--- config.mk ---
export PLATFORM = sky130hd
export DESIGN_NAME = hdmi_init_sequencer
export DESIGN_NICKNAME = d
export VERILOG_FILES = /design/src/rtl/hdmi_init_pkg.sv /design/src/rtl/hdmi_init_rom.sv /design/src/rtl/hdmi_init_sequencer.sv
export SDC_FILE = /design/constraint.sdc
export NUM_CORES = 1
export LEC_CHECK = 0
export BUFFER_PORTS_ARGS = -buffer_cell sky130_fd_sc_hd__buf_2
export CORE_ASPECT_RATIO = 1.5
export CORE_MARGIN = 10
export CORE_UTILIZATION = 54
export DETAILED_ROUTE_END_ITERATION = 10
export PLACE_DENSITY = 0.74
export SLEW_MARGIN = 5
export SYNTH_ARGS = -nofsm -noshare
export SYNTH_HDL_FRONTEND = slang
export SYNTH_SLANG_ARGS = --single-unit
--- constraint.sdc ---
create_clock -name clk -period 2.72 [get_ports clk]
set_clock_uncertainty 0.2 [all_clocks]
set_input_delay 0.408 -clock clk [delete_from_list [all_inputs] [get_ports clk]]
set_output_delay 0.408 -clock clk [all_outputs]
set_load 0.02 [all_outputs]
--- src/rtl/hdmi_init_pkg.sv ---
// Shared types and constants for the HDMI transmitter init sequencer.
package hdmi_init_pkg;

  typedef enum logic [2:0] {
    POWERUP     = 3'd0,
    FETCH       = 3'd1,
    ISSUE       = 3'd2,
    WAIT_ACCEPT = 3'd3,
    WAIT_IDLE   = 3'd4,
    GAP         = 3'd5,
    DONE        = 3'd6,
    ERROR       = 3'd7
  } state_t;

  // Cycles the writer gets to raise busy after a start before we give up.
  localparam int ACCEPT_LIMIT = 4;

  localparam logic [6:0] DEFAULT_DEV_ADDR = 7'h39;

endpackage

--- src/rtl/hdmi_init_rom.sv ---
// Register/value table for the HDMI transmitter bring-up, registered output (1-cycle latency).
module hdmi_init_rom
  import hdmi_init_pkg::*;
#(
  parameter int NUM_REGS = 16
) (
  input  logic       clk,
  input  logic [7:0] index,
  output logic [7:0] reg_addr,
  output logic [7:0] reg_val
);

  logic [15:0] entry;

  // Entries at or beyond NUM_REGS read as zero so a short table cannot leak later rows.
  always_comb begin
    entry = 16'h0000;
    if (int'(index) < NUM_REGS) begin
      case (index)
        8'd0:    entry = 16'h4110;
        8'd1:    entry = 16'h9803;
        8'd2:    entry = 16'h9ae0;
        8'd3:    entry = 16'h9c30;
        8'd4:    entry = 16'h9d61;
        8'd5:    entry = 16'ha2a4;
        8'd6:    entry = 16'ha3a4;
        8'd7:    entry = 16'he0d0;
        8'd8:    entry = 16'hf900;
        8'd9:    entry = 16'h1500;
        8'd10:   entry = 16'h1630;
        8'd11:   entry = 16'h1702;
        8'd12:   entry = 16'h1846;
        8'd13:   entry = 16'haf06;
        8'd14:   entry = 16'h0100;
        8'd15:   entry = 16'h0218;
        default: entry = 16'h0000;
      endcase
    end
  end

  always_ff @(posedge clk) begin
    {reg_addr, reg_val} <= entry;
  end

endmodule

--- src/rtl/hdmi_init_sequencer.sv ---
// Walks the register table and issues one 3-byte I2C write per entry to the HDMI transmitter.
// Optional HDMI_INIT_HPD_EN adds an hpd input whose synchronised rising edge reruns the table.
module hdmi_init_sequencer
  import hdmi_init_pkg::*;
#(
  parameter int         NUM_REGS       = 16,
  parameter logic [6:0] DEV_ADDR       = DEFAULT_DEV_ADDR,
  parameter int         POWERUP_CYCLES = 200000,
  parameter int         GAP_CYCLES     = 64,
  parameter int         BUSY_TIMEOUT   = 4096
) (
  input  logic       clk,
  input  logic       rst,
  output logic [6:0] i2c_addr,
  output logic [7:0] i2c_data_0,
  output logic [7:0] i2c_data_1,
  output logic       i2c_start,
  input  logic       i2c_busy,
  input  logic       restart,
  output logic       init_done,
  output logic       init_error,
  output logic [7:0] init_index,
`ifdef HDMI_INIT_HPD_EN
  input  logic       hpd,
`endif
  output logic [2:0] dbg_state
);

  localparam logic [7:0]  LAST_INDEX   = 8'(NUM_REGS - 1);
  localparam logic [31:0] POWERUP_LAST = 32'(POWERUP_CYCLES - 1);
  localparam logic [31:0] GAP_LAST     = 32'(GAP_CYCLES - 1);
  localparam logic [31:0] BUSY_LAST    = 32'(BUSY_TIMEOUT - 1);
  localparam logic [31:0] ACCEPT_LAST  = 32'(ACCEPT_LIMIT - 1);

  state_t      state;
  logic [31:0] cnt;
  logic [7:0]  index;
  logic [7:0]  rom_reg;
  logic [7:0]  rom_val;
  logic        rerun;

  assign i2c_addr   = DEV_ADDR;
  assign init_index = index;
  assign dbg_state  = state;

  hdmi_init_rom #(.NUM_REGS(NUM_REGS)) u_rom (
    .clk      (clk),
    .index    (index),
    .reg_addr (rom_reg),
    .reg_val  (rom_val)
  );

`ifdef HDMI_INIT_HPD_EN
  logic hpd_meta;
  logic hpd_sync;
  logic hpd_prev;

  always_ff @(posedge clk) begin
    if (rst) begin
      hpd_meta <= 1'b0;
      hpd_sync <= 1'b0;
      hpd_prev <= 1'b0;
    end else begin
      hpd_meta <= hpd;
      hpd_sync <= hpd_meta;
      hpd_prev <= hpd_sync;
    end
  end

  assign rerun = restart | (hpd_sync & ~hpd_prev);
`else
  assign rerun = restart;
`endif

  // Handshake: i2c_start is a one-cycle pulse raised only while the writer is idle; the
  // writer raises i2c_busy on the edge that samples start and drops it when the transfer
  // ends. i2c_data_0/1 stay frozen from the start pulse until the following gap completes.
  always_ff @(posedge clk) begin
    if (rst) begin
      state      <= POWERUP;
      cnt        <= '0;
      index      <= '0;
      i2c_start  <= 1'b0;
      init_done  <= 1'b0;
      init_error <= 1'b0;
      i2c_data_0 <= 8'h00;
      i2c_data_1 <= 8'h00;
    end else begin
      i2c_start <= 1'b0;
      case (state)
        POWERUP: begin
          if (cnt == POWERUP_LAST) begin
            state <= FETCH;
            cnt   <= '0;
          end else begin
            cnt <= cnt + 32'd1;
          end
        end
        // First cycle presents the index to the ROM, second cycle captures its output.
        FETCH: begin
          if (cnt == 32'd1) begin
            i2c_data_0 <= rom_reg;
            i2c_data_1 <= rom_val;
            i2c_start  <= 1'b1;
            state      <= ISSUE;
            cnt        <= '0;
          end else begin
            cnt <= cnt + 32'd1;
          end
        end
        ISSUE: begin
          state <= WAIT_ACCEPT;
          cnt   <= '0;
        end
        WAIT_ACCEPT: begin
          if (i2c_busy) begin
            // The accepting cycle already counts towards the busy timeout.
            state <= WAIT_IDLE;
            cnt   <= 32'd1;
          end else if (cnt == ACCEPT_LAST) begin
            state      <= ERROR;
            init_error <= 1'b1;
          end else begin
            cnt <= cnt + 32'd1;
          end
        end
        WAIT_IDLE: begin
          if (!i2c_busy) begin
            state <= GAP;
            cnt   <= '0;
          end else if (cnt == BUSY_LAST) begin
            state      <= ERROR;
            init_error <= 1'b1;
          end else begin
            cnt <= cnt + 32'd1;
          end
        end
        GAP: begin
          if (cnt == GAP_LAST) begin
            cnt <= '0;
            if (index == LAST_INDEX) begin
              state     <= DONE;
              init_done <= 1'b1;
            end else begin
              index <= index + 8'd1;
              state <= FETCH;
            end
          end else begin
            cnt <= cnt + 32'd1;
          end
        end
        DONE, ERROR: begin
          if (rerun) begin
            index      <= '0;
            cnt        <= '0;
            init_done  <= 1'b0;
            init_error <= 1'b0;
            state      <= FETCH;
          end
        end
        default: begin
          state <= POWERUP;
          cnt   <= '0;
        end
      endcase
    end
  end

endmodule

==> metrics.yaml <==
track_usage: 0.1915
drt_iter0_drc: 310
hp-class: "input pin to register"
leakage_uw: 0.001961
pwr_density_cell_nw_per_um2: 603.1
cap_violations: 0
ys_seq_area_frac: 0.3549
grt_util_met3: 0.04397
grt-ovfl-total: 0
ys_async_sr_fraction: 0
clk_path_buf_depth: 2
vdd_ir_drop_max_v: 0.0004554
drive_gt1_frac: 0.1976
crit_path_max_fanout: 6
crit_chain: "nor4_4, nand4_4, o31ai_4, or4b_4, or3b_1, a21oi_1"
root_buffer: "clkbuf_16"
setup-violations-final: 0
crit_path_top_delay_cell: "or4b_4"
startpoint: "cnt[27]"
avgRoutedWirePerCell_um: 16.56
avgSynthCellArea_um2: 8.300
grt_busiest_layer: "met2"
n_fill_cell: 676
synth_top_area_share: 0.3549
synthTopCellsByCount: "dfxtp_1, nor2_1, nand2_1"
drc_errors: 0
vias: 4198
cts_tree: "built"
syn_to_final_growth_pct: 18.71
dieArea_um2: 12230
grt_max_degree: 36
core_region_area_um2: 7958
fmax_mhz: 384.3
path_delay_family: "simple AND/OR/NAND/NOR gates"
path_depth: 6
place_hpwl_um: 8354
die_h_um: 130.5
synth_xor_area_frac: 0.02588
ys_top_cells_by_area: "dfxtp_1, mux2i_1, nor2_1, nor3_1, a211oi_1"
critical_path_class: "register to register"
start_util: 0.5528
utilization: 0.6563
synth_most_common_cell: "dfxtp_1"
cp-end-kind: "register"
clk_latency_ps: 340
io_buffers: 33
status: "complete, no violations"
swShare: 0.3276
hold_violations: 0
syn_area_um2: 4399
antennaDiodeCount: 0
path_clk_slew_ps: 60
placed_cells: 675
yosysWarningCount: 0
antenna_found_initial: 0
ys_ff_latch: 78
ctsHoldBuffers: 0
layoutNonFillerInstCount: 692
p_clk_frac: 0.361
die-width_um: 93.70
nNetsFinal: 596
io_pins: 41
viasPerCell: 6.066
arrival_ps: 2670
yosysUniqueCellTypes: 61
first_pass_iters: 7
setup-tns-final_ps: 0
synth_compound_area_frac: 0.1633
worstReg2RegEnd: "init_index[3]"
finalMaxSlewViolations: 0
postRouteAntennaNets: 0
critPathCapture: "init_index[3]"
grt_pass1_vias: 4130
slew_headroom: 0.5462
drt_wl_total_um: 11460
synthAdderAreaFrac: 0.03072
synth_top_family_by_area: "simple AND/OR/NAND/NOR gates"
r2r_slack_ps: 120
met1_usage: 0.1997
startpoint_type: "register"
fp-row-count: 40
syn_inst: 530
fin_crit_ps: 2602
synth.area.mux_share: 0.05063
synth_ff_type: "dfxtp_1"
timing.hold.ws_ps: 245.9
synth-edff-count: 0
p_int_uw: 2118
p_seq_frac: 0.381
cp_num_buf_inv: 0
cts.sink_count: 78
met2_usage: 0.3468
synth_largest_area_cell: "dfxtp_1"
finalWeightedCongestion: 0.9948
r2r_start: "cnt[27]"
synth-simple-area-share: 0.3148
tightest_slew_ps: 680.7
totalPowerFinal_uw: 3149
cpPeakStageDelay_ps: 530
r2r_cells: 6
period_share: 0.9568
htreeDepth: 3
pwr-share-comb: 0.258
grt_pass1_wl_um: 19240
critPathRequiredTime_ps: 2790
numCtsBuffers: 9
p_switching_uw: 1032
-- kinds of logic after synthesis --
group,after synthesis
XOR/XNOR,13
other,2
buffers and inverters,58
AND/OR/NAND/NOR,243
AO/OA/AOI/OAI,104
multiplexers,21
adder cells (fa/ha/maj),11
flip-flops,78
-- placed cells by master, fill, tap and decap left out, types with 11 or more instances in the layout --
master    netlist  layout
a211oi_1       20      20
and3_1         11      11
buf_4           7      44
o21ai_0        24      24
or3_1          13      12
nand3_1        21      21
o31ai_1        11      11
buf_2           9      33
xnor2_1        11      11
nand4_1        17      17
inv_1          13      13
nand2_1        36      36
a21oi_1        19      19
dfxtp_1        78      77
nor2_1         50      50
mux2i_1        20      20
nor3_1         35      34
-- power by group through the flow --
stage / sequential [µW] / clock, µW / combinational, µW
5_1_grt: 1200 / 1210 / 885
6_report: 1200 / 1140 / 813
4_1_cts: 1200 / 1150 / 801
2_1_floorplan: 1260 / 0 / 494
3_5_place_dp: 1230 / 0 / 796
3_3_place_gp: 1220 / 0 / 787
-- repair_timing --
item	in CTS	in global routing
setup buffers	0	1
setup endpoints to repair	0	31
gates resized for setup	0	5
hold endpoints to repair	0	0
-- final cells by class --
cell class	instances	area (µm²)	area share
Inverter	13	48.80	0.009344
Clock buffer	9	225.2	0.04312
Sequential cell	78	1563	0.2992
Multi-Input combinational cell	399	2621	0.5019
Clock inverter	7	57.56	0.01102
Timing Repair Buffer	81	575.6	0.1102
Tap cell	105	131.4	0.02516
-- per-stage QoR --
| stage | setup slack, ps | area [µm²] |
|---|---|---|
| 2_1_floorplan | 38.75 | 4418 |
| 3_3_place_gp | 112.3 | 4911 |
| 3_5_place_dp | 47.10 | 4911 |
| 4_1_cts | 34.27 | 5194 |
| 5_1_grt | -0.2289 | 5223 |
| 6_report | 117.6 | 5223 |
-- worst register-to-register path: stages (launching register included) --
cell,delay [ps]
dfxtp_1,370
nor4_4,420
nand4_4,230
o31ai_4,270
or4b_4,530
or3b_1,370
a21oi_1,150
-- sequential cells by signal (all words and copies together) (netlist names) --
| name | count |
|---|---|
| u_rom.reg_addr | 8 |
| i2c_data_1 | 8 |
| init_done | 1 |
| cnt | 32 |
| init_error | 1 |
| dbg_state | 3 |
| i2c_start | 1 |
| init_index | 8 |
| u_rom.reg_val | 8 |
| i2c_data_0 | 8 |
-- worst min path at each step --
stage | startpoint | to | slack (ps) | cells past startpoint
final | restart | init_error | 250 | 4
after global routing | restart | init_error | 290 | 4
after CTS | restart | init_error | 250 | 4
after detailed placement | u_rom.reg_addr[4] | i2c_data_0[4] | 260 | 2
after global placement | u_rom.reg_addr[3] | i2c_data_0[3] | 250 | 2
after floorplan | u_rom.reg_addr[0] | i2c_data_0[0] | 240 | 2
-- routing by layer --
metal / share of wire / wire (µm)
met1: 0.39 / 4416
met2: 0.54 / 6148
met3: 0.045 / 518
met4: 0.033 / 374
met5: 0 / 0
(Power assumes the default switching activity.)
